### config.mk
export PLATFORM = sky130hd
export DESIGN_NAME = sprite_scan_compositor
export DESIGN_NICKNAME = d
export VERILOG_FILES = /design/src/rtl/video_pkg.sv /design/src/rtl/sprite_priority_mux.sv /design/src/rtl/sprite_scan_compositor.sv
export SDC_FILE = /design/constraint.sdc
export NUM_CORES = 1
export LEC_CHECK = 0
export BUFFER_PORTS_ARGS = -buffer_cell sky130_fd_sc_hd__buf_2
export CORE_UTILIZATION = 45
export DETAILED_ROUTE_END_ITERATION = 16
export HOLD_SLACK_MARGIN = 0.12
export PLACE_DENSITY = 0.7
export SLEW_MARGIN = 20
export SYNTH_ARGS = -nofsm -noshare
export SYNTH_HDL_FRONTEND = slang
export SYNTH_SLANG_ARGS = --single-unit
### constraint.sdc
create_clock -name CLK -period 2.81 [get_ports CLK]
set_input_delay 0 -clock CLK [delete_from_list [all_inputs] [get_ports CLK]]
set_output_delay 0 -clock CLK [all_outputs]
set_load 0.01 [all_outputs]
### src/rtl/video_pkg.sv
// Shared video constants, the packed draw-coordinate layout and the scan FSM states.
// Latency: none (types and constants only).
// Backpressure: not applicable.
package video_pkg;

  localparam int SCREEN_W  = 160;
  localparam int SCREEN_H  = 120;
  localparam int N_SPRITES = 4;
  localparam int INDEX_W   = 7;
  localparam int ADDR_W    = 15;

  // Matches the 16-bit draw coordinate bus: {Y[7:0], X[7:0]}.
  typedef struct packed {
    logic [7:0] y;
    logic [7:0] x;
  } coord_t;

  typedef enum logic [1:0] {
    IDLE,
    LOOKUP,
    WRITE,
    DONE
  } scan_state_t;

endpackage

### src/rtl/sprite_priority_mux.sv
// First-nonzero selection over the sprite slots (slot 0 wins), else the background index.
// Latency: purely combinational.
// Backpressure: none; output follows inputs.
//
// Ports:
//   sprite_index  packed slot replies, slot k at [k*INDEX_W +: INDEX_W]
//   bg_index      fallback index when every slot is transparent (0)
//   index         resolved index
module sprite_priority_mux
  import video_pkg::*;
#(
  parameter int N_SPRITES = video_pkg::N_SPRITES,
  parameter int INDEX_W   = video_pkg::INDEX_W
) (
  input  logic [N_SPRITES*INDEX_W-1:0] sprite_index,
  input  logic [INDEX_W-1:0]           bg_index,
  output logic [INDEX_W-1:0]           index
);

  // Walk from the lowest-priority slot upward so the last hit written is slot 0's.
  always_comb begin
    index = bg_index;
    for (int k = N_SPRITES - 1; k >= 0; k--) begin
      if (sprite_index[k*INDEX_W +: INDEX_W] != '0) begin
        index = sprite_index[k*INDEX_W +: INDEX_W];
      end
    end
  end

endmodule

### src/rtl/sprite_scan_compositor.sv
// Raster-scans the screen, resolves sprite/background priority per pixel and writes the frame buffer.
// Latency: 2 cycles per pixel minimum (LOOKUP then WRITE); WR_EN rises 1 cycle after DRAW_COORD changes.
// Backpressure: WR_READY low stalls in WRITE with address, data and coordinate held; no timeout.
//
// Ports:
//   CLK, RESET (async, active-high), START (one-cycle frame request, honoured only when idle)
//   DRAW_COORD   {Y,X} being looked up by the sprite blocks
//   SPRITE_INDEX / BG_INDEX  combinational replies for DRAW_COORD
//   WR_EN / WR_ADDR / WR_DATA / WR_READY  frame buffer write port (valid/ready)
//   BUSY (frame in progress), FRAME_DONE (one-cycle end-of-frame pulse)
module sprite_scan_compositor
  import video_pkg::*;
#(
  parameter int SCREEN_W  = video_pkg::SCREEN_W,
  parameter int SCREEN_H  = video_pkg::SCREEN_H,
  parameter int N_SPRITES = video_pkg::N_SPRITES,
  parameter int INDEX_W   = video_pkg::INDEX_W,
  parameter int ADDR_W    = video_pkg::ADDR_W
) (
  input  logic                         CLK,
  input  logic                         RESET,
  input  logic                         START,
  output logic [15:0]                  DRAW_COORD,
  input  logic [N_SPRITES*INDEX_W-1:0] SPRITE_INDEX,
  input  logic [INDEX_W-1:0]           BG_INDEX,
  output logic                         WR_EN,
  output logic [ADDR_W-1:0]            WR_ADDR,
  output logic [INDEX_W-1:0]           WR_DATA,
  input  logic                         WR_READY,
  output logic                         BUSY,
  output logic                         FRAME_DONE
);

  scan_state_t        state;
  scan_state_t        state_next;
  coord_t             coord;
  logic [ADDR_W-1:0]  addr;
  logic [INDEX_W-1:0] mux_index;
  logic               x_last;
  logic               y_last;
  logic               handshake;

  sprite_priority_mux #(
    .N_SPRITES (N_SPRITES),
    .INDEX_W   (INDEX_W)
  ) u_prio (
    .sprite_index (SPRITE_INDEX),
    .bg_index     (BG_INDEX),
    .index        (mux_index)
  );

  assign x_last     = (coord.x == 8'(SCREEN_W - 1));
  assign y_last     = (coord.y == 8'(SCREEN_H - 1));
  assign handshake  = WR_EN & WR_READY;
  assign DRAW_COORD = coord;

  always_ff @(posedge CLK or posedge RESET) begin
    if (RESET) begin
      state <= IDLE;
    end else begin
      state <= state_next;
    end
  end

  always_comb begin
    state_next = state;
    case (state)
      IDLE:    if (START) state_next = LOOKUP;
      LOOKUP:  state_next = WRITE;
      WRITE:   if (handshake) state_next = (x_last && y_last) ? DONE : LOOKUP;
      DONE:    state_next = IDLE;
      default: state_next = IDLE;
    endcase
  end

  // Counters and the registered write port. The address is a running counter
  // that tracks Y*SCREEN_W+X, so no multiplier is needed.
  always_ff @(posedge CLK or posedge RESET) begin
    if (RESET) begin
      coord      <= '0;
      addr       <= '0;
      WR_EN      <= 1'b0;
      WR_ADDR    <= '0;
      WR_DATA    <= '0;
      BUSY       <= 1'b0;
      FRAME_DONE <= 1'b0;
    end else begin
      FRAME_DONE <= 1'b0;
      case (state)
        IDLE: begin
          if (START) begin
            coord <= '0;
            addr  <= '0;
            BUSY  <= 1'b1;
          end
        end
        LOOKUP: begin
          WR_DATA <= mux_index;
          WR_ADDR <= addr;
          WR_EN   <= 1'b1;
        end
        WRITE: begin
          if (handshake) begin
            WR_EN <= 1'b0;
            if (x_last && y_last) begin
              // Coordinate is left on the last pixel until the next frame.
              FRAME_DONE <= 1'b1;
            end else begin
              if (x_last) begin
                coord.x <= '0;
                coord.y <= coord.y + 8'd1;
              end else begin
                coord.x <= coord.x + 8'd1;
              end
              addr <= addr + ADDR_W'(1);
            end
          end
        end
        DONE: begin
          BUSY <= 1'b0;
        end
        default: ;
      endcase
    end
  end

endmodule

### After elaboration in Yosys (flattened, before gate mapping)

Cells that the tools add are included.

| storage, ports and cells | value |
|---|---|
| register bits after elaboration | 58 |
| input bits | 39 |
| word-level logic and storage cells | 61 |

| operators by class | value |
|---|---|
| $add $sub $neg | 3 |
| equality and inequality tests | 9 |
| mux-type cells | 25 |
| bitwise logic cells | 1 |
| reductions and logical operators | 14 |

Operators by type and width:

| cell | count |
|---|---|
| two-way mux 16 bit | 3 |
| two-way mux 15 bit | 3 |
| case mux 16 bit (2 select lines) | 1 |
| case mux 15 bit (2 select lines) | 1 |
| two-way mux 7 bit | 4 |
| nonzero test 7 bit | 4 |
| adder 8 x 1 -> 8 bit (second input constant) | 2 |
| two-way mux 8 bit | 2 |
| adder 15 x 1 -> 15 bit (second input constant) | 1 |
| equality test 8 x 7 -> 1 bit (second input constant) | 1 |
| equality test 8 bit (second input constant) | 1 |
| inequality test 2 bit (second input constant) | 4 |
| case mux 2 bit (4 select lines) | 1 |
| two-way mux 2 bit | 3 |
| AND reduction 2 bit | 3 |
| nonzero test 2 bit | 3 |
| two-way mux 1 bit | 5 |
| AND reduction 5 bit | 1 |
| equality test 2 bit (second input constant) | 2 |
| case mux 1 bit (2 select lines) | 2 |
| AND reduction 4 bit | 1 |
| equality test 2 x 1 -> 1 bit (second input constant) | 1 |
| zero test 2 bit | 1 |
| AND 1 bit | 1 |
| logical AND 1 bit | 1 |

### Longest topological paths before layout

| logic depth | value |
|---|---|
| word-level depth | 5 |
| depth in mapped cells | 9 |

### By module

A second synthesis with hierarchy kept.

| second synthesis, totals | value |
|---|---|
| cell total of the unflattened synthesis | 301 |
| area, all modules | 3078.0 um2 |

Modules (own cells, without submodules):

| module | instances | cells each | area an instance (um2) | seq. area each (um2) |
|---|---|---|---|---|
| sprite_scan_compositor | 1 | 262 | 2763.9 | 1451.4 |
| sprite_priority_mux | 1 | 39 | 314.1 | 0.0 |

### Least setup slack after synthesis

Ideal clock, no wire load.

| timing | value |
|---|---|
| path type | register -> register |
| from | reg coord (netlist bit DRAW_COORD[8]) |
| to | reg coord (netlist bit DRAW_COORD[13]) |
| setup time | 0.076 ns |
| arrival time | 1.946 ns |
| data required time | 2.734 ns |
| setup slack | 0.788 ns |
| stages on the path, launching flop included | 7 |
| buffers on the path | 0 |
| clock period less this slack | 2.022 ns |
| cell sequence | dfrtp_1 ha_1 and4bb_1 a211oi_4 o211ai_4 or4_1 o21ai_1 |

| on the way | value |
|---|---|
| longest elaborated chain between the ends | 5 |

RTL lines:

| what | line | text |
|---|---|---|
| start: declaration | sprite_scan_compositor.sv:36 | `coord_t coord;` |
| adder 8 x 1 -> 8 bit | sprite_scan_compositor.sv:111 | `coord.y <= coord.y + 8'd1;` |
| two-way mux 8 bit | sprite_scan_compositor.sv:109 | `if (x_last) begin` |
| two-way mux 16 bit | sprite_scan_compositor.sv:105 | `if (x_last && y_last) begin` |
| two-way mux 16 bit | sprite_scan_compositor.sv:103 | `if (handshake) begin` |
| case mux 16 bit (2 select lines) | sprite_scan_compositor.sv:89 | `case (state)` |

Several ways; a longest one is shown, not always the timed one. The select of a mux whose other input is x is not followed.
A chain may end at the register's enable or synchronous reset.

### Worst setup path in the final report

| timing | value |
|---|---|
| from | in SPRITE_INDEX[0] |
| to | reg WR_DATA[4] |

| on the way | value |
|---|---|
| longest elaborated chain between the ends | 2 |

RTL lines:

| what | line | text |
|---|---|---|
| start: declaration | sprite_scan_compositor.sv:24 | `input logic [N_SPRITES*INDEX_W-1:0] SPRITE_INDEX,` |
| nonzero test 7 bit | sprite_priority_mux.sv:24 | `if (sprite_index[k*INDEX_W +: INDEX_W] != '0) begin` |
| two-way mux 7 bit | sprite_priority_mux.sv:24 |  |
| end signal: assignment | sprite_scan_compositor.sv:98 | `WR_DATA <= mux_index;` |
| end: declaration | sprite_scan_compositor.sv:28 | `output logic [INDEX_W-1:0] WR_DATA,` |

Every way passes these cells.

==> impl_metrics.tcl <==
set metrics [dict create \
    row_count 29 \
    crit_path_start "SPRITE_INDEX[0]" \
    ios 80 \
    path_buf_inv 3 \
    syn-num-nets 330 \
    antenna_found_initial 0 \
    post_cts_buffers 0 \
    fp.dieArea_um2 7220 \
    slowest_stage "dlygate4sd3_1" \
    start_util 0.477 \
    startpoint_type "primary input" \
    synth_edf_count 0 \
    slowest_delay_ns 0.59 \
    stdcell_count 472 \
    fin_crit_ns 2.37 \
    path_depth 7 \
    crit_fanout 8 \
    crit_family "buffers and inverters" \
    worstPathArrival_ns 2.65 \
    maxSlewHeadroom 0.648 \
    htreeDepth 3 \
    slew_violations 0 \
    cts_tree "yes" \
    finish.instance_area_um2 3910 \
    grt_pass1_vias 2601 \
    detail_route.wl_per_cell_um 16.7 \
    syn_avg_cell_area_um2 10.8 \
    clkLatencyLatePin_ns 0.34 \
    hp-class "in2async" \
    power.leakage_uw 0.00188 \
    nets 433 \
    portBuffers 79 \
    clkTransAtPathRegs_ns 0.06 \
    areaGrowthSynthToFinish_pct 26.3 \
    cts_root_buf "clkbuf_8" \
    cp_cell_sequence "dlygate4sd3_1 > buf_2 > nor3_1 > nand4_1 > nand2b_1 > o221ai_1 > dlygate4sd3_1" \
    r2r.worst_path.cells 5 \
    violations "design-rule violations" \
    grt_pass1_wl_um 12900 \
    dr.pass1.iters 10 \
    finalSetupViolCount 0 \
    layout.filler_cells 542 \
    vias 2771 \
    setup-tns-final_ns 0 \
    netlist_area_um2 3100 \
    ys_seq_area_frac 0.469 \
    maxCapViolCount 0 \
    drc 2 \
    end_kind "flip-flop" \
    core_um2 6490 \
    synthArstFlopShare 1.00 \
    power_per_cell_area_nw_per_um2 680 \
    place_inst 440 \
    synth_cell_types 62 \
    hold_viol 0 \
    cts_buffer_depth 2 \
    regToRegEndpoint "WR_DATA[4]" \
    vias_per_cell 5.87 \
    fin_ws_ns 0.437 \
    drt_iter0_markers 205 \
    ys_ff_latch 58 \
    drive_above_1_share 0.332 \
    crit_type "in2reg" \
    grt_usage 0.229 \
    syn_inst 288 \
    overflow 0 \
    antenna_cells 0 \
    r2r_slack_ns 0.50 \
    timing.fmax_mhz 421 \
    routed_wl_um 7860 \
    gp_congestion 0.904 \
    fp.dieW_um 85.0 \
    r2r-start "state[1]" \
    dpl.hpwl_um 5450 \
    cp.required_ns 3.09 \
    cts_made_buffers 9 \
    ir_drop_v 0.000483 \
    cts_sinks 58 \
    finalClockSkew_ns 0.00643 \
    post-route-period-util 0.844 \
    worst_pin_slew_ns 0.525 \
    die_h_um 85.0 \
    status "finished with violations" \
    rsz0062_at_grt "false" \
    grt_max_degree 39 \
    yosys_warnings 0 \
    synthFlopType "dfrtp_1" \
    placed_cell_area_um2 3560 \
    fin_util 0.602 \
    pre_cts_slack_ns 0.655 \
    cpMostUsedCell "dlygate4sd3_1" \
    ant_nets 0 \
]
[cell usage after synthesis, drive strengths merged, types with 4 or more instances]
cell / n / share of area
nand3: 13 / 0.021
nor4: 5 / 0.020
inv: 8 / 0.011
buf: 5 / 0.016
mux2i: 9 / 0.029
nor3: 4 / 0.0065
o21ai: 19 / 0.034
nand4: 4 / 0.0081
o211ai: 5 / 0.017
o221ai: 6 / 0.017
mux2: 12 / 0.044
nand2b: 6 / 0.013
dfrtp: 58 / 0.47
nor2: 19 / 0.025
or4: 7 / 0.019
o31ai: 6 / 0.015
a21oi: 22 / 0.036
xnor2: 7 / 0.020
nand2: 27 / 0.034
[final cells by class]
type,count,area (um2),area share
Tap cell,77,96.3,0.0246
Multi-Input combinational cell,214,1550,0.396
Sequential cell,58,1450,0.371
Inverter,8,35.0,0.00895
Timing Repair Buffer,100,596,0.152
Clock inverter,3,40.0,0.0102
Clock buffer,12,145,0.0371
[how the worst max path moves through the flow]
stage / slack (ns) / endpoint
final: 0.44 / WR_DATA[4]
after global routing: 0.27 / WR_DATA[4]
after CTS: 0.62 / DRAW_COORD[11]
after detailed placement: 0.66 / DRAW_COORD[15]
after global placement: 0.69 / DRAW_COORD[15]
after floorplan: 0.79 / DRAW_COORD[13]
[timing repair]
item,in CTS,in global routing
endpoints found under the hold margin,33,0
setup endpoints to repair,0,0
hold buffers,17,0
resized for setup,0,0
[sequential cells by signal (all words and copies together), names as in the netlist]
signal and count:
FRAME_DONE 1, state 2, addr 15, WR_ADDR 15
DRAW_COORD 16, WR_EN 1, BUSY 1, WR_DATA 7
[tightest hold or removal path: stages]
cell and delay (ns):
dlygate4sd3_1 0.55, buf_2 0.13, inv_2 0.32
[layer usage]
layer  wire [um]  global-route usage  share of wire
met3         432              0.0710          0.055
met4          73              0.0555         0.0093
met2        3900               0.356           0.50
met5           0                   0              0
met1        3450               0.313           0.44
[per-stage QoR]
stage          power (uW)  hold slack [ns]
6_report             2660            0.229
5_1_grt              2810            0.259
4_1_cts              2660            0.215
3_5_place_dp         1810           0.0363
3_3_place_gp         1790           0.0214
2_1_floorplan        1590            0.131
[report_power, final]
part,internal (uW),switching (uW)
clock network,426,314
registers,952,121
logic,376,471
total,1750,906
[placed cells by master, fill, tap and decap left out, types with 4 or more instances in the layout]
master	synthesis	layout
a21oi_1	22	22
buf_2	1	79
buf_4	0	4
clkbuf_8	0	10
dfrtp_1	58	58
dlygate4sd3_1	0	17
inv_1	7	6
mux2_2	12	12
mux2i_1	9	9
nand2_1	26	26
nand2b_1	5	5
nand3_1	13	13
nand4_1	4	4
nor2_1	18	18
nor3_1	4	4
o211ai_1	4	4
o21ai_0	17	17
o221ai_1	6	6
o31ai_1	6	6
or4_1	5	5
xnor2_1	7	7
[kinds of logic (layout without fill, tap and decap cells)]
kind of cell | count (synthesis) | count (layout) | synth area share
buffers and inverters | 16 | 123 | 0.0311
adder cells (fa/ha/maj) | 3 | 3 | 0.0121
flip-flops | 58 | 58 | 0.469
AO/OA/AOI/OAI | 80 | 80 | 0.191
XOR/XNOR | 8 | 8 | 0.0226
AND/OR/NAND/NOR | 102 | 102 | 0.202
multiplexers | 21 | 21 | 0.0727
Power figures use the tool's default switching activity.
